`config.mk`:
```
export PLATFORM = sky130hd
export DESIGN_NAME = pong_engine
export DESIGN_NICKNAME = d
export VERILOG_FILES = /design/src/rtl/pong_pkg.sv /design/src/rtl/game_tick.sv /design/src/rtl/pong_engine.sv
export SDC_FILE = /design/constraint.sdc
export NUM_CORES = 1
export LEC_CHECK = 0
export ABC_AREA = 1
export CAP_MARGIN = 10
export CORE_ASPECT_RATIO = 1.2
export CORE_MARGIN = 3
export CORE_UTILIZATION = 54
export CTS_CLUSTER_DIAMETER = 50
export CTS_CLUSTER_SIZE = 25
export DETAILED_ROUTE_END_ITERATION = 6
export PLACE_DENSITY = 0.79
export SLEW_MARGIN = 5
export SYNTH_ARGS = -nofsm -noshare
export SYNTH_HDL_FRONTEND = slang
export SYNTH_SLANG_ARGS = --single-unit
```
`constraint.sdc`:
```
create_clock -name clk -period 5.73 [get_ports clk]
set_clock_uncertainty 0.2 [all_clocks]
set_input_delay 0.8595 -clock clk [delete_from_list [all_inputs] [get_ports clk]]
set_output_delay 0.8595 -clock clk [all_outputs]
set_load 0.01 [all_outputs]
```
`src/rtl/pong_pkg.sv`:
```
// Shared types and constants for the pong game core: match states and score width.
package pong_pkg;

  typedef enum logic [1:0] {
    STATE_IDLE  = 2'd0,
    STATE_SERVE = 2'd1,
    STATE_PLAY  = 2'd2,
    STATE_OVER  = 2'd3
  } state_e;

  localparam int SCORE_W = 4;

endpackage

```
`src/rtl/game_tick.sv`:
```
// Free-running game tick: one-cycle pulse every TICK_DIV clk cycles, phase set by reset.
module game_tick #(
  parameter int TICK_DIV = 6000
) (
  input  logic clk,
  input  logic reset_n,
  output logic tick
);

  localparam int CW = (TICK_DIV > 1) ? $clog2(TICK_DIV) : 1;
  localparam logic [CW-1:0] LAST = CW'(TICK_DIV - 1);

  logic [CW-1:0] cnt_q, cnt_d;

  assign tick  = (cnt_q == LAST);
  assign cnt_d = tick ? '0 : cnt_q + CW'(1);

  always_ff @(posedge clk or negedge reset_n) begin
    if (!reset_n) cnt_q <= '0;
    else          cnt_q <= cnt_d;
  end

endmodule

```
`src/rtl/pong_engine.sv`:
```
// Pong game core: ball, paddles, scores and match FSM, advanced by an internal game tick.
// Define PONG_AI_EN to have the right paddle track the ball instead of r_up/r_down.
module pong_engine
  import pong_pkg::*;
#(
  parameter int COLS          = 16,
  parameter int ROWS          = 16,
  parameter int PADDLE_LEN    = 4,
  parameter int TICK_DIV      = 6000,
  parameter int BALL_PERIOD   = 20,
  parameter int PADDLE_PERIOD = 50,
  parameter int SCORE_MAX     = 9
) (
  input  logic                     clk,
  input  logic                     reset_n,
  input  logic                     start,
  input  logic                     l_up,
  input  logic                     l_down,
  input  logic                     r_up,
  input  logic                     r_down,
  output logic [$clog2(COLS)-1:0]  ball_x,
  output logic [$clog2(ROWS)-1:0]  ball_y,
  output logic [$clog2(ROWS)-1:0]  paddle_l,
  output logic [$clog2(ROWS)-1:0]  paddle_r,
  output logic [SCORE_W-1:0]       score_l,
  output logic [SCORE_W-1:0]       score_r,
  output logic [1:0]               state,
  output logic                     winner,
  output logic                     point
);

  localparam int XW   = $clog2(COLS);
  localparam int YW   = $clog2(ROWS);
  localparam int BC_W = (BALL_PERIOD > 1) ? $clog2(BALL_PERIOD) : 1;
  localparam int PC_W = (PADDLE_PERIOD > 1) ? $clog2(PADDLE_PERIOD) : 1;

  localparam logic [XW-1:0]      X_C      = XW'(COLS / 2);
  localparam logic [XW-1:0]      X_ONE    = XW'(1);
  localparam logic [XW-1:0]      X_TWO    = XW'(2);
  localparam logic [XW-1:0]      X_NEAR_R = XW'(COLS - 2);
  localparam logic [XW-1:0]      X_BNC_R  = XW'(COLS - 3);
  localparam logic [YW-1:0]      Y_C      = YW'(ROWS / 2);
  localparam logic [YW-1:0]      Y_MAX    = YW'(ROWS - 1);
  localparam logic [YW-1:0]      P_INIT   = YW'((ROWS - PADDLE_LEN) / 2);
  localparam logic [YW-1:0]      P_MAX    = YW'(ROWS - PADDLE_LEN);
  localparam logic [YW:0]        PLM1     = (YW+1)'(PADDLE_LEN - 1);
  localparam logic [BC_W-1:0]    BC_LAST  = BC_W'(BALL_PERIOD - 1);
  localparam logic [PC_W-1:0]    PC_LAST  = PC_W'(PADDLE_PERIOD - 1);
  localparam logic [SCORE_W-1:0] SMAX     = SCORE_W'(SCORE_MAX);

  logic tick;

  game_tick #(.TICK_DIV(TICK_DIV)) u_tick (
    .clk     (clk),
    .reset_n (reset_n),
    .tick    (tick)
  );

  state_e             state_q, state_d;
  logic [XW-1:0]      ball_x_q, ball_x_d;
  logic [YW-1:0]      ball_y_q, ball_y_d;
  logic               dx_neg_q, dx_neg_d;
  logic               dy_neg_q, dy_neg_d;
  logic [SCORE_W-1:0] score_l_q, score_l_d, score_r_q, score_r_d;
  logic               winner_q, winner_d;
  logic               point_q, point_d;
  logic [BC_W-1:0]    ball_cnt_q, ball_cnt_d;
  logic [PC_W-1:0]    pad_cnt_q, pad_cnt_d;
  logic [YW-1:0]      paddle_q [2];
  logic [YW-1:0]      paddle_d [2];

  logic ball_step, paddle_step;
  assign ball_step   = tick && (ball_cnt_q == BC_LAST);
  assign paddle_step = tick && (pad_cnt_q == PC_LAST);
  assign pad_cnt_d   = tick ? ((pad_cnt_q == PC_LAST) ? '0 : pad_cnt_q + PC_W'(1)) : pad_cnt_q;

  function automatic logic [YW-1:0] step_paddle(input logic [YW-1:0] row,
                                                input logic up, input logic dn);
    if (up && !dn && row != '0)   return row - YW'(1);
    if (dn && !up && row < P_MAX) return row + YW'(1);
    return row;
  endfunction

  // Index 0 is the left paddle, index 1 the right one.
  logic [1:0] btn_up, btn_dn;
  assign btn_up[0] = l_up;
  assign btn_dn[0] = l_down;
`ifdef PONG_AI_EN
  logic unused_r_btns;
  assign unused_r_btns = r_up ^ r_down;
  assign btn_up[1] = (ball_y_q < paddle_q[1]);
  assign btn_dn[1] = ({1'b0, ball_y_q} > ({1'b0, paddle_q[1]} + PLM1));
`else
  assign btn_up[1] = r_up;
  assign btn_dn[1] = r_down;
`endif

  for (genvar gi = 0; gi < 2; gi++) begin : g_paddle
    assign paddle_d[gi] = (paddle_step && state_q != STATE_OVER)
                        ? step_paddle(paddle_q[gi], btn_up[gi], btn_dn[gi])
                        : paddle_q[gi];
  end

  // Vertical move with wall bounce; dy flips before the ball moves.
  logic [YW-1:0] ny;
  logic          dy_neg_n;
  always_comb begin
    dy_neg_n = dy_neg_q;
    ny       = ball_y_q;
    if (!dy_neg_q) begin
      if (ball_y_q == Y_MAX) begin
        dy_neg_n = 1'b1;
        ny       = ball_y_q - YW'(1);
      end else begin
        ny = ball_y_q + YW'(1);
      end
    end else begin
      if (ball_y_q == '0) begin
        dy_neg_n = 1'b0;
        ny       = ball_y_q + YW'(1);
      end else begin
        ny = ball_y_q - YW'(1);
      end
    end
  end

  logic hit_l, hit_r;
  assign hit_l = ({1'b0, ny} >= {1'b0, paddle_q[0]}) &&
                 ({1'b0, ny} <= ({1'b0, paddle_q[0]} + PLM1));
  assign hit_r = ({1'b0, ny} >= {1'b0, paddle_q[1]}) &&
                 ({1'b0, ny} <= ({1'b0, paddle_q[1]} + PLM1));

  always_comb begin
    logic               miss_l, miss_r;
    logic [SCORE_W-1:0] new_score;
    state_d    = state_q;
    ball_x_d   = ball_x_q;
    ball_y_d   = ball_y_q;
    dx_neg_d   = dx_neg_q;
    dy_neg_d   = dy_neg_q;
    score_l_d  = score_l_q;
    score_r_d  = score_r_q;
    winner_d   = winner_q;
    point_d    = 1'b0;
    miss_l     = 1'b0;
    miss_r     = 1'b0;
    new_score  = '0;
    ball_cnt_d = tick ? ((ball_cnt_q == BC_LAST) ? '0 : ball_cnt_q + BC_W'(1)) : ball_cnt_q;

    case (state_q)
      STATE_IDLE: begin
        if (start) begin
          state_d    = STATE_SERVE;
          ball_cnt_d = '0;
        end
      end
      STATE_SERVE: begin
        if (ball_step) state_d = STATE_PLAY;
      end
      STATE_PLAY: begin
        if (ball_step) begin
          ball_y_d = ny;
          dy_neg_d = dy_neg_n;
          if (ball_x_q == X_ONE && dx_neg_q) begin
            if (hit_l) begin
              dx_neg_d = 1'b0;
              ball_x_d = X_TWO;
            end else begin
              miss_l = 1'b1;
            end
          end else if (ball_x_q == X_NEAR_R && !dx_neg_q) begin
            if (hit_r) begin
              dx_neg_d = 1'b1;
              ball_x_d = X_BNC_R;
            end else begin
              miss_r = 1'b1;
            end
          end else begin
            ball_x_d = dx_neg_q ? ball_x_q - XW'(1) : ball_x_q + XW'(1);
          end

          // The serve heads back toward whoever conceded; dy keeps its post-bounce value.
          if (miss_l || miss_r) begin
            point_d   = 1'b1;
            ball_x_d  = X_C;
            ball_y_d  = Y_C;
            dx_neg_d  = miss_l;
            new_score = miss_l ? score_r_q + SCORE_W'(1) : score_l_q + SCORE_W'(1);
            if (miss_l) score_r_d = new_score;
            else        score_l_d = new_score;
            if (new_score == SMAX) begin
              state_d  = STATE_OVER;
              winner_d = miss_l;
            end else begin
              state_d    = STATE_SERVE;
              ball_cnt_d = '0;
            end
          end
        end
      end
      STATE_OVER: begin
        if (start) begin
          score_l_d  = '0;
          score_r_d  = '0;
          state_d    = STATE_SERVE;
          ball_cnt_d = '0;
        end
      end
      default: state_d = STATE_IDLE;
    endcase
  end

  always_ff @(posedge clk or negedge reset_n) begin
    if (!reset_n) begin
      state_q     <= STATE_IDLE;
      ball_x_q    <= X_C;
      ball_y_q    <= Y_C;
      dx_neg_q    <= 1'b0;
      dy_neg_q    <= 1'b0;
      score_l_q   <= '0;
      score_r_q   <= '0;
      winner_q    <= 1'b0;
      point_q     <= 1'b0;
      ball_cnt_q  <= '0;
      pad_cnt_q   <= '0;
      paddle_q[0] <= P_INIT;
      paddle_q[1] <= P_INIT;
    end else begin
      state_q     <= state_d;
      ball_x_q    <= ball_x_d;
      ball_y_q    <= ball_y_d;
      dx_neg_q    <= dx_neg_d;
      dy_neg_q    <= dy_neg_d;
      score_l_q   <= score_l_d;
      score_r_q   <= score_r_d;
      winner_q    <= winner_d;
      point_q     <= point_d;
      ball_cnt_q  <= ball_cnt_d;
      pad_cnt_q   <= pad_cnt_d;
      paddle_q[0] <= paddle_d[0];
      paddle_q[1] <= paddle_d[1];
    end
  end

  assign ball_x   = ball_x_q;
  assign ball_y   = ball_y_q;
  assign paddle_l = paddle_q[0];
  assign paddle_r = paddle_q[1];
  assign score_l  = score_l_q;
  assign score_r  = score_r_q;
  assign state    = state_q;
  assign winner   = winner_q;
  assign point    = point_q;

endmodule

```
==> flow_metrics.py <==
metrics = {
    "global_routing": {
        "antenna_found_initial": 0,
        "grt_pass1_vias": 3228,
        "grt_overflow": 0,
        "grt_pass1_wl_um": 14100,
        "grt_util_all_layers_pct": 21.9,
        "grt_max_degree": 55,
    },
    "worst_setup_path": {
        "startpoint": "ball_y[0]",
        "crit_arrival_ps": 3530,
        "start_kind": "flop",
        "critical_path_class": "flop to flop",
        "rr_startpoint": "ball_y[0]",
        "critical-path-max-stage-delay_ps": 600,
        "crit_family": "simple AND/OR/NAND/NOR gates",
        "required_ps": 5740,
        "path_buf_inv": 3,
        "critical_path_peak_fanout": 12,
        "crit_cells": 26,
        "cpMostUsedCell": "nand2_1",
        "cpMaxStageDelayCell": "dfrtp_1",
        "r2r_cells": 26,
        "crit_path_end_kind": "flop",
    },
    "worst_hold_path": {
        "hold_path.class": "flop to flop",
        "min_path_cells": 1,
        "hold_start": "u_tick.cnt_q[0]",
    },
    "power": {
        "power_density_nw_per_um2": 238,
        "power_uw": 1020,
        "ir_drop_uv": 143,
        "leakagePower_uw": 0.00216,
    },
    "clocking": {
        "cts_resized": 0,
        "cts_htree_levels": 2,
        "clockRootBuffer": "clkbuf_8",
        "cts.clk_slew.worst_paths_ps": 100,
        "cts_hold_buf": 0,
        "clk_path_buf_depth": 2,
        "postCtsSetupBuffers": 0,
        "insertion_delay_ps": 310,
        "cts_buffers": 5,
        "cts_tree": "done",
        "numClockSinks": 54,
    },
    "yosys": {
        "yosysUniqueCellTypes": 43,
        "synth_fp_nets": 517,
        "synth_warnings": 0,
        "syn_area_um2": 3730,
        "synth-seq-cells": 54,
        "synth_cells": 477,
        "yosysSeqAreaShare_pct": 36.4,
        "syn_area_per_cell_um2": 7.83,
    },
    "detailed_routing": {
        "wl_per_cell_um": 13.6,
        "routed_via_density": 5.39,
        "dr.pass1.iters": 4,
        "vias": 3250,
        "drc": 0,
        "ant_nets": 0,
        "drt-initial-drc-count": 132,
        "drt-total-wl_um": 8220,
    },
    "die": {
        "row_count": 32,
        "io_pins": 35,
        "dieArea_um2": 7950,
        "core_um2": 6570,
        "initial_core_util_pct": 56.9,
        "fp.dieW_um": 81.9,
        "die_h_um": 97.1,
    },
    "cells_and_area": {
        "antenna-diode-count": 0,
        "layout-drive-gt1-share_pct": 10.2,
        "layout_commonest_cell": "nand2_1",
        "layout.nets": 558,
        "final_cell_mix": "nand2_1, inv_1, dfrtp_1",
        "area_growth_pct": 14.9,
    },
    "timing": {
        "layout_min_cycle_time_ps": 3520,
        "holdWs_ps": 288,
        "slew_headroom_pct": 55.5,
        "fin_tns_setup_ps": 0,
        "final_hold_viol_count": 0,
        "tightestPinTransition_ps": 668,
        "max_freq_mhz": 284,
        "fin_crit_sh_pct": 61.4,
        "rsz0062_at_grt": "no",
        "slew_viol_final": 0,
        "finalSetupViolCount": 0,
    },
    "placed_design": {
        "gp_congestion": 0.955,
        "hpwlAfterDp_um": 6310,
        "numPortBuffers": 34,
    },
    "run": {
        "drv_cap": 0,
    },
    "status": {
        "outcome": "complete, no violations",
    },
}
## layer usage
metal / wire [µm] / global-route usage, % / share of wire, %
met2: 4270 / 37.7 / 52
met1: 3540 / 26.8 / 43
met4: 194 / 8.70 / 2.4
met5: 0 / 0 / 0
met3: 219 / 3.34 / 2.7
## cell usage after synthesis (all sizes together)
cell type	instances	area share, %
nor3b	1	0.20
nor2	50	5.6
a32oi	2	0.47
o22ai	5	0.84
nor4	5	1.0
o211ai	2	0.40
inv	82	8.2
a21oi	22	3.4
a221oi	1	0.23
mux2	1	0.30
o31ai	1	0.20
buf	1	0.13
a31oi	2	0.33
xnor2	4	0.94
dfrtp	48	32
a211oi	3	0.60
o21a	1	0.20
a21o	2	0.40
nand2	107	13
a21boi	3	0.70
nand4	13	2.2
ha	33	11
a22oi	1	0.20
nor3	4	0.54
dfstp	6	4.2
nand3	32	5.0
and3	1	0.17
xor2	16	3.8
o21ai	28	3.9
## per-stage QoR
| stage | utilization [%] | setup slack (ps) | instance area (µm²) | instances |
|---|---|---|---|---|
| after CTS | 65.4 | 2220 | 4290 | 603 |
| after global placement | 63.6 | 2430 | 4180 | 596 |
| final | 65.4 | 2210 | 4290 | 603 |
| after detailed placement | 63.6 | 2260 | 4180 | 596 |
| after floorplan | - | 2530 | 3730 | 477 |
| after global routing | 65.4 | 1840 | 4290 | 603 |
## power breakdown
part	switching (µW)	total [µW]	internal (µW)
combinational	192	320	127
sequential	32.4	440	407
clock	124	264	140
total	348	1020	675
## kinds of logic (layout without fill, tap and decap cells)
logic type	Yosys count	count (layout)	share of synthesized area (%)
fa+ha+maj	33	33	11.1
xor+xnor	20	20	4.69
simple gates	213	213	27.4
compound gates	73	73	11.8
flops	54	54	36.4
mux	1	1	0.301
buf+inv	83	124	8.37
## path summary, 6_finish.rpt
path                               endpoint  slack, ps
hold reg to reg             u_tick.cnt_q[0]        290
setup / recovery                     winner       2210
hold / removal              u_tick.cnt_q[0]        290
setup reg to reg                     winner       2210
max in group asynchronous  u_tick.cnt_q[10]       4430
min in group asynchronous       paddle_r[3]        470
## worst reg2reg max path, delay by kind of cell, from the launching register on
family	cells	cell delay [ps]
simple gates	18	1450
fa+ha+maj	3	780
flops	1	600
compound gates	2	200
buf+inv	3	180
## registers in the layout, summed over array words and instances (netlist names)
name,count
dy_neg_q,1
dx_neg_q,1
ball_y,4
point,1
ball_cnt_q,5
state,2
score_l,4
winner,1
score_r,4
ball_x,4
u_tick.cnt_q,13
pad_cnt_q,6
paddle_l,4
paddle_r,4
## cell type report
class / count / area (µm²)
fillers: 574 / 2270
multi-input cells: 340 / 2060
flip-flops and latches: 54 / 1360
repair buffers: 35 / 343
inverters: 82 / 308
well taps: 85 / 106
clock buffers: 6 / 82.6
clock inverters: 1 / 30.0
(Power assumes the default switching activity.)
